===== config.mk =====
export PLATFORM = sky130hd
export DESIGN_NAME = cpu_pad_bus_bridge_flat
export DESIGN_NICKNAME = d
export VERILOG_FILES = /design/src/rtl/cpu_pad_bus_bridge_if.sv /design/src/rtl/cpu_pad_bus_bridge.sv /design/src/flat_wrapper.sv
export SDC_FILE = /design/constraint.sdc
export NUM_CORES = 1
export LEC_CHECK = 0
export BUFFER_PORTS_ARGS = -buffer_cell sky130_fd_sc_hd__buf_2
export CAP_MARGIN = 25
export CORE_ASPECT_RATIO = 0.75
export CORE_MARGIN = 2
export CORE_UTILIZATION = 55
export DETAILED_ROUTE_END_ITERATION = 6
export GPL_TIMING_DRIVEN = 0
export PLACE_DENSITY = 0.82
export SLEW_MARGIN = 20
export SYNTH_ARGS = -nofsm -noshare
export SYNTH_HDL_FRONTEND = slang
export SYNTH_SLANG_ARGS = --single-unit

===== constraint.sdc =====
create_clock -name clk -period 4.2 [get_ports clk]
set_input_delay 0.21 -clock clk [delete_from_list [all_inputs] [get_ports clk]]
set_output_delay 0.21 -clock clk [all_outputs]
set_load 0.02 [all_outputs]

===== src/rtl/cpu_pad_bus_bridge_if.sv =====
// Core/pad-bus bundle for cpu_pad_bus_bridge.
//   Core side : req, memwrite_a, memwrite_b, adr, memOut -> bridge; memdata, busy, done, err <- bridge
//   Pad side  : pad_out, pad_out_valid -> pad; pad_out_ready <- pad
//               pad_in, pad_in_valid <- pad (no backpressure)
// slave modport is the bridge view; master modport is the core/pad driver view.
interface cpu_pad_bus_bridge_if #(
   parameter int unsigned DATA_W = 16,
   parameter int unsigned PAD_W  = 4
);
   logic              req;
   logic              memwrite_a;
   logic              memwrite_b;
   logic [DATA_W-1:0] adr;
   logic [DATA_W-1:0] memOut;
   logic [DATA_W-1:0] memdata;
   logic              busy;
   logic              done;
   logic              err;
   logic [PAD_W-1:0]  pad_out;
   logic              pad_out_valid;
   logic              pad_out_ready;
   logic [PAD_W-1:0]  pad_in;
   logic              pad_in_valid;

   modport slave (
      input  req, memwrite_a, memwrite_b, adr, memOut,
      input  pad_out_ready, pad_in, pad_in_valid,
      output memdata, busy, done, err, pad_out, pad_out_valid
   );

   modport master (
      output req, memwrite_a, memwrite_b, adr, memOut,
      output pad_out_ready, pad_in, pad_in_valid,
      input  memdata, busy, done, err, pad_out, pad_out_valid
   );
endinterface


===== src/rtl/cpu_pad_bus_bridge.sv =====
// Serialises a core memory transaction onto a narrow pad bus.
// Sequence: one command beat {memwrite_b, memwrite_a}, N address beats,
// then N write-data beats (write) or N inbound read beats (read), all MSB-first,
// followed by a one-cycle done pulse. A read that sees TIMEOUT consecutive
// cycles without pad_in_valid ends early with err=1 and memdata untouched.
// Ports:
//   clk   - rising-edge clock
//   reset - synchronous, active-high
//   bus   - cpu_pad_bus_bridge_if.slave (core request/response + pad handshake)
module cpu_pad_bus_bridge #(
   parameter int unsigned DATA_W  = 16,
   parameter int unsigned PAD_W   = 4,
   parameter int unsigned TIMEOUT = 255
) (
   input logic                  clk,
   input logic                  reset,
   cpu_pad_bus_bridge_if.slave  bus
);

   localparam int unsigned N  = DATA_W / PAD_W;
   localparam int unsigned CW = $clog2(N + 1);
   localparam int unsigned TW = $clog2(TIMEOUT + 1);

   localparam logic [CW-1:0] LAST_BEAT = CW'(N - 1);
   localparam logic [TW-1:0] LAST_IDLE = TW'(TIMEOUT - 1);

   localparam logic [2:0] S_IDLE  = 3'd0;
   localparam logic [2:0] S_CMD   = 3'd1;
   localparam logic [2:0] S_ADDR  = 3'd2;
   localparam logic [2:0] S_WDATA = 3'd3;
   localparam logic [2:0] S_RDATA = 3'd4;
   localparam logic [2:0] S_DONE  = 3'd5;

   logic [2:0]        state;
   logic [DATA_W-1:0] out_sh;      // outbound shifter, top beat is on pad_out
   logic [DATA_W-1:0] wdata_q;
   logic [DATA_W-1:0] in_sh;
   logic [DATA_W-1:0] in_next;
   logic [DATA_W-1:0] memdata_q;
   logic              mw_a_q;
   logic              mw_b_q;
   logic              err_q;
   logic [CW-1:0]     beat_cnt;
   logic [TW-1:0]     idle_cnt;
   logic              out_valid;
   logic              out_xfer;
   logic              last_beat;
   logic [PAD_W-1:0]  pad_out_d;

   assign out_valid = (state == S_CMD) || (state == S_ADDR) || (state == S_WDATA);
   assign out_xfer  = out_valid && bus.pad_out_ready;
   assign last_beat = (beat_cnt == LAST_BEAT);
   assign in_next   = (in_sh << PAD_W) | DATA_W'(bus.pad_in);

   always_ff @(posedge clk) begin
      if (reset) begin
         state     <= S_IDLE;
         out_sh    <= '0;
         wdata_q   <= '0;
         in_sh     <= '0;
         memdata_q <= '0;
         mw_a_q    <= 1'b0;
         mw_b_q    <= 1'b0;
         err_q     <= 1'b0;
         beat_cnt  <= '0;
         idle_cnt  <= '0;
      end else begin
         // err is a single-cycle flag that lines up with the DONE state
         err_q <= 1'b0;
         case (state)
            S_IDLE: begin
               if (bus.req) begin
                  out_sh   <= bus.adr;
                  wdata_q  <= bus.memOut;
                  mw_a_q   <= bus.memwrite_a;
                  mw_b_q   <= bus.memwrite_b;
                  beat_cnt <= '0;
                  state    <= S_CMD;
               end
            end
            S_CMD: begin
               if (out_xfer) state <= S_ADDR;
            end
            S_ADDR: begin
               if (out_xfer) begin
                  out_sh <= out_sh << PAD_W;
                  if (last_beat) begin
                     beat_cnt <= '0;
                     idle_cnt <= '0;
                     if (mw_a_q || mw_b_q) begin
                        out_sh <= wdata_q;
                        state  <= S_WDATA;
                     end else begin
                        state  <= S_RDATA;
                     end
                  end else begin
                     beat_cnt <= beat_cnt + CW'(1);
                  end
               end
            end
            S_WDATA: begin
               if (out_xfer) begin
                  out_sh <= out_sh << PAD_W;
                  if (last_beat) begin
                     beat_cnt <= '0;
                     state    <= S_DONE;
                  end else begin
                     beat_cnt <= beat_cnt + CW'(1);
                  end
               end
            end
            S_RDATA: begin
               if (bus.pad_in_valid) begin
                  in_sh    <= in_next;
                  idle_cnt <= '0;
                  if (last_beat) begin
                     memdata_q <= in_next;
                     beat_cnt  <= '0;
                     state     <= S_DONE;
                  end else begin
                     beat_cnt <= beat_cnt + CW'(1);
                  end
               end else if (idle_cnt == LAST_IDLE) begin
                  err_q    <= 1'b1;
                  idle_cnt <= '0;
                  beat_cnt <= '0;
                  state    <= S_DONE;
               end else begin
                  idle_cnt <= idle_cnt + TW'(1);
               end
            end
            S_DONE:  state <= S_IDLE;
            default: state <= S_IDLE;
         endcase
      end
   end

   always_comb begin
      pad_out_d = '0;
      case (state)
         S_CMD:           pad_out_d = PAD_W'({mw_b_q, mw_a_q});
         S_ADDR, S_WDATA: pad_out_d = out_sh[DATA_W-1 -: PAD_W];
         default:         pad_out_d = '0;
      endcase
   end

   assign bus.pad_out       = pad_out_d;
   assign bus.pad_out_valid = out_valid;
   assign bus.busy          = (state != S_IDLE);
   assign bus.done          = (state == S_DONE);
   assign bus.err           = err_q;
   assign bus.memdata       = memdata_q;

endmodule


===== src/flat_wrapper.sv =====
// flat-port wrapper written by rule: the top's interface ports become plain ports
module cpu_pad_bus_bridge_flat 
#(
   parameter int unsigned DATA_W  = 16,
   parameter int unsigned PAD_W   = 4,
   parameter int unsigned TIMEOUT = 255
)
  (clk, reset, bus_req, bus_memwrite_a, bus_memwrite_b, bus_adr, bus_memOut, bus_pad_out_ready, bus_pad_in, bus_pad_in_valid, bus_memdata, bus_busy, bus_done, bus_err, bus_pad_out, bus_pad_out_valid);
  cpu_pad_bus_bridge_if #(.DATA_W(DATA_W), .PAD_W(PAD_W)) bus_i ();
  input logic clk;
  input logic reset;
  input wire logic [$bits(bus_i.req)-1:0] bus_req;
  input wire logic [$bits(bus_i.memwrite_a)-1:0] bus_memwrite_a;
  input wire logic [$bits(bus_i.memwrite_b)-1:0] bus_memwrite_b;
  input wire logic [$bits(bus_i.adr)-1:0] bus_adr;
  input wire logic [$bits(bus_i.memOut)-1:0] bus_memOut;
  input wire logic [$bits(bus_i.pad_out_ready)-1:0] bus_pad_out_ready;
  input wire logic [$bits(bus_i.pad_in)-1:0] bus_pad_in;
  input wire logic [$bits(bus_i.pad_in_valid)-1:0] bus_pad_in_valid;
  output wire logic [$bits(bus_i.memdata)-1:0] bus_memdata;
  output wire logic [$bits(bus_i.busy)-1:0] bus_busy;
  output wire logic [$bits(bus_i.done)-1:0] bus_done;
  output wire logic [$bits(bus_i.err)-1:0] bus_err;
  output wire logic [$bits(bus_i.pad_out)-1:0] bus_pad_out;
  output wire logic [$bits(bus_i.pad_out_valid)-1:0] bus_pad_out_valid;
  assign bus_i.req = bus_req;
  assign bus_i.memwrite_a = bus_memwrite_a;
  assign bus_i.memwrite_b = bus_memwrite_b;
  assign bus_i.adr = bus_adr;
  assign bus_i.memOut = bus_memOut;
  assign bus_i.pad_out_ready = bus_pad_out_ready;
  assign bus_i.pad_in = bus_pad_in;
  assign bus_i.pad_in_valid = bus_pad_in_valid;
  assign bus_memdata = bus_i.memdata;
  assign bus_busy = bus_i.busy;
  assign bus_done = bus_i.done;
  assign bus_err = bus_i.err;
  assign bus_pad_out = bus_i.pad_out;
  assign bus_pad_out_valid = bus_i.pad_out_valid;
  cpu_pad_bus_bridge #(.DATA_W(DATA_W), .PAD_W(PAD_W), .TIMEOUT(TIMEOUT)) u_core (.clk(clk), .reset(reset), .bus(bus_i));
endmodule

Word-level counts from Yosys, hierarchy flattened
Index checks and enable logic that the tools add are counted.

Add/subtract/negate cells: 2. Multipliers: 0. Divide/modulo/power cells: 0. $lt $le $gt $ge: 0. Equal/unequal tests: 14. Shift operators: 0. Multiplexer cells: 29. Bitwise gates (word level): 2. Reductions and logical operators: 18.

Operators by type and width (number): $mux W16 (5); $pmux W16 S3 (1); $mux W3 (14); $mux W8 (4); $or A16 B4 Y16 (1); $pmux W8 S2 (1); $pmux W3 S5 (1); $ne A2 B1 Y1 const B (5); $eq A3 B2 Y1 const B (3); $pmux W3 S3 (1); $reduce_bool A3 Y1 (3); $add A8 B1 Y8 const B (1); $eq A8 B8 Y1 const B (1); $pmux W4 S2 (1); $reduce_and A4 Y1 (2); $eq A3 B3 Y1 const B (2); $reduce_and A3 Y1 (2); $reduce_and A6 Y1 (1); $reduce_and A2 Y1 (2); $add A3 B1 Y3 const B (1); $eq A3 B1 Y1 const B (1); $logic_not A3 Y1 (1); $logic_or A1 B1 Y1 (3); $ne A3 B2 Y1 const B (1); other kinds (7) (7).

Bits in registers: 77. Bits in latches: 0. Memory bits (writable): 0. ROM bits: 0. Bits of input ports: 43. Memories kept: 0.

Longest topological paths before layout
Word-level depth: 6. Depth in mapped cells: 7. Depth with buffers taken out: 6.

Worst setup path before layout
OpenSTA, ideal clock, no wires.

Kind: reg-to-reg. From: register u_core.beat_cnt[0]. To: register u_core.idle_cnt[5]. Library setup time: 0.070 ns. Arrival time: 1.650 ns. Slack: 2.480 ns. Stages on the path, launching flop included: 7. Period minus slack after synthesis: 1.720 ns. Cells stage by stage: dfxtp_1 -> ha_1 -> nor4b_4 -> a32oi_1 -> buf_2 -> or4_1 -> a21oi_1.

Longest elaborated chain between the ends: 3.

RTL lines: start, declared (line cpu_pad_bus_bridge.sv:43) `logic [CW-1:0] beat_cnt;`; start signal, assigned (line cpu_pad_bus_bridge.sv:97) `beat_cnt <= beat_cnt + CW'(1);`; start signal, assigned (line cpu_pad_bus_bridge.sv:108) `beat_cnt <= beat_cnt + CW'(1);`; start signal, assigned (line cpu_pad_bus_bridge.sv:121) `beat_cnt <= beat_cnt + CW'(1);`; $eq A3 B2 Y1 (line cpu_pad_bus_bridge.sv:52) `assign last_beat = (beat_cnt == LAST_BEAT);`; $ne A2 B1 Y1 (no source line); $reduce_and A3 Y1 (no source line); end signal, assigned (line cpu_pad_bus_bridge.sv:129) `idle_cnt <= idle_cnt + TW'(1);`; end, declared (line cpu_pad_bus_bridge.sv:44) `logic [TW-1:0] idle_cnt;`.

Every way passes these cells. A chain may end at the register's enable or synchronous reset.

Final worst setup path
From: register u_core.state[1]. To: output bus_pad_out[3].

Longest elaborated chain between the ends: 3.

RTL lines: start, declared (line cpu_pad_bus_bridge.sv:34) `logic [2:0] state;`; start signal, assigned (line cpu_pad_bus_bridge.sv:57) `state <= S_IDLE;`; start signal, assigned (line cpu_pad_bus_bridge.sv:78) `state <= S_CMD;`; start signal, assigned (line cpu_pad_bus_bridge.sv:82) `if (out_xfer) state <= S_ADDR;`; $eq A3 B2 Y1 (line cpu_pad_bus_bridge.sv:140) `case (state)`; $reduce_or A2 Y1 (no source line); $pmux W4 S2 (*) (line cpu_pad_bus_bridge.sv:140); end, declared (line flat_wrapper.sv:24) `output wire logic [$bits(bus_i.pad_out)-1:0] bus_pad_out;`.

Every way passes the cells marked *; elsewhere a longest branch is shown, timed or not.

==> results.cfg <==
[logic_synthesis]
synthFlopType = dfxtp_1
synth_fp_nets = 458
async_reset_ff_frac = 0
ys_ff_latch = 77
syn_avg_cell_area_um2 = 8.12
synth.distinct_cells = 50
synthTopCellsByArea = dfxtp_1 (46%), nand2_1 (12%), a21oi_1 (9.4%)
syn_inst = 412
synth_area_leader_cell = dfxtp_1
seq_area_frac_synth = 0.461
synth_edf_count = 0
synth_top_area_frac = 0.461
yosys_warnings = 0
synth_area_um2 = 3350

[worst_setup_path]
path_buf_inv = 4
arrival_ns = 2.22
r2r_slack_ns = 2.18
cp_top_family = buffers and inverters
worstSetupPathType = flip-flop to primary output
crit_slowest_cell = dfxtp_1
max_stage_delay_ns = 0.36
end_kind = primary output
cp_max_fo = 10
cp-start-kind = flip-flop
crit_required_ns = 3.99
path_cells = buf_2 > buf_2 > nor2b_1 > clkbuf_1 > and2_1 > buf_2
crit_top_cell = buf_2

[timing]
fin_setup_tns_ns = 0
fin_crit_sh = 0.578
finClkSkew_ns = 0.00831
slew_viol_final = 0
grt_setup_unrepaired = false
fmax_ghz = 0.412
tightest_slew_ns = 0.554
setup_viol = 0
slew-limit-headroom = 0.631
min_period_ns = 2.43
hold_violations = 0

[global_routing]
grt_start_max_net_pins = 14
grt_pass1_wl_mm = 14.0
grt_pass1_vias = 3102
antenna_found_initial = 0
grt_overflow = 0
gr-usage-all-layers = 0.263

[placed_design]
place_congestion = 0.908
hpwl_mm = 6.25
port_buffers = 66
dpl_cell_area_um2 = 3770

[layout]
final_area_um2 = 3990
layout-drive-gt1-share = 0.197
antennaDiodeCount = 0
layout.cells.most_common = nand2_1
syn_to_final_growth_pct = 19.1
nNetsFinal = 535
final_cell_mix = nand2_1 (105), dfxtp_1 (77), buf_2 (75), a21oi_1 (63), clkbuf_1 (19)

[routing]
num_vias = 3283
ant_nets = 0
routed_wl_mm = 8.48
drtIter0Drc = 288
first_pass_iters = 5
via_per_inst = 5.75
wl_per_cell_um = 14.8
drc_errors = 0

[clocking]
htreeDepth = 3
clk_latency_ns = 0.35
clkSinkCount = 77
path_clk_slew_ns = 0.08
cts_resized = 0
cts_buffers = 9
clockBufferDepth = 2
root_buffer = clkbuf_8
cts_hold_buf = 0
cts_tree = done
cts_setup_buffers = 0

[floorplanning]
die_y_um = 71.5
die_w_um = 94.1
core_region_area_um2 = 5860
initial_core_util = 0.571
rows = 24
die_area_um2 = 6730
boundaryPins = 67

[outcome]
status = completed

[power]
irDropWorstVdd_uv = 276
powerDensity_nw_per_um2 = 457
p_leak_uw = 0.00156

[flow_run]
cap_violations = 0

[min_path]
hold_class = input port to flip-flop
## metal layers
layer  GRT usage  part of all wire  up-vias
met5           0                 0        -
li1            -                 -     1616
met1       0.341              0.44     1499
met2       0.436              0.47      149
met3      0.0641             0.073       19
met4      0.0886             0.019        0
## per-stage QoR
stage | setup WS, ns | power, µW | instances | utilization | hold WS (ns)
global route | 1.57 | 1920 | 571 | 0.681 | 0.0851
global placement | 2.23 | 1220 | 556 | 0.644 | 0.438
detailed placement | 2.15 | 1230 | 556 | 0.644 | 0.446
CTS | 1.76 | 1830 | 571 | 0.681 | 0.0917
floorplan | 2.48 | 1110 | 412 | - | 0.286
finish | 1.77 | 1820 | 571 | 0.681 | 0.0977
## final timing paths
check,startpoint,end,depth (start not counted)
max,u_core.state[1],bus_pad_out[3],6
min,bus_memOut[0],u_core.wdata_q[0],3
max reg2reg,u_core.beat_cnt[0],u_core.out_sh[13],7
min reg2reg,u_core.bus.memdata[3],u_core.bus.memdata[3],2
## final cells by class
type,instances,area [µm²]
clock buffers,9,124
flip-flops and latches,77,1540
clock inverters,6,87.6
multi-input cells,300,1650
repair buffers,66,330
inverters,6,22.5
plain buffers,29,128
well taps,78,97.6
fillers,502,1870
## synth_stat cells, types with 3 or more instances
cell type and number:
inv_1 6, and3_1 5, dfxtp_1 77, or4_1 4, nand3_1 3, a31oi_1 12
o31ai_1 3, a21oi_1 63, o2bb2ai_1 12, and2_1 3, clkbuf_1 19, nand2_1 105
a221oi_1 4, nor4_1 3, a21boi_0 12, nor2_1 12, buf_2 9, mux2i_1 3
o21ai_0 18, ha_1 3
## worst reg2reg max path: stages (launching register included)
cell	delay (ns)
dfxtp_1	0.36
ha_1	0.24
nor2b_1	0.15
clkbuf_1	0.30
clkbuf_1	0.42
a31oi_1	0.18
a21boi_0	0.17
o2bb2ai_1	0.15
## registers in the layout, summed over array words and instances, names as in the netlist
signal              count
u_core.bus.memdata     16
u_core.bus.err          1
u_core.wdata_q         16
u_core.out_sh          16
u_core.idle_cnt         8
u_core.in_sh           12
u_core.state            3
u_core.beat_cnt         3
u_core.mw_b_q           1
u_core.mw_a_q           1
## where the power goes
| group | internal, µW | switching [µW] | total, µW |
|---|---|---|---|
| Clock | 332 | 270 | 603 |
| Sequential | 796 | 42.4 | 839 |
| Combinational | 143 | 237 | 380 |
| Total | 1270 | 549 | 1820 |
## logic make-up after synthesis
| family | count (synthesis) | synth area share |
|---|---|---|
| AND/OR/NAND/NOR | 155 | 0.215 |
| AO/OA/AOI/OAI | 137 | 0.254 |
| flip-flops | 77 | 0.461 |
| buffers and inverters | 35 | 0.0449 |
| multiplexers | 3 | 0.00898 |
| adder cells (fa/ha/maj) | 3 | 0.0112 |
| XOR/XNOR | 2 | 0.00524 |
Power figures use the tool's default switching activity.
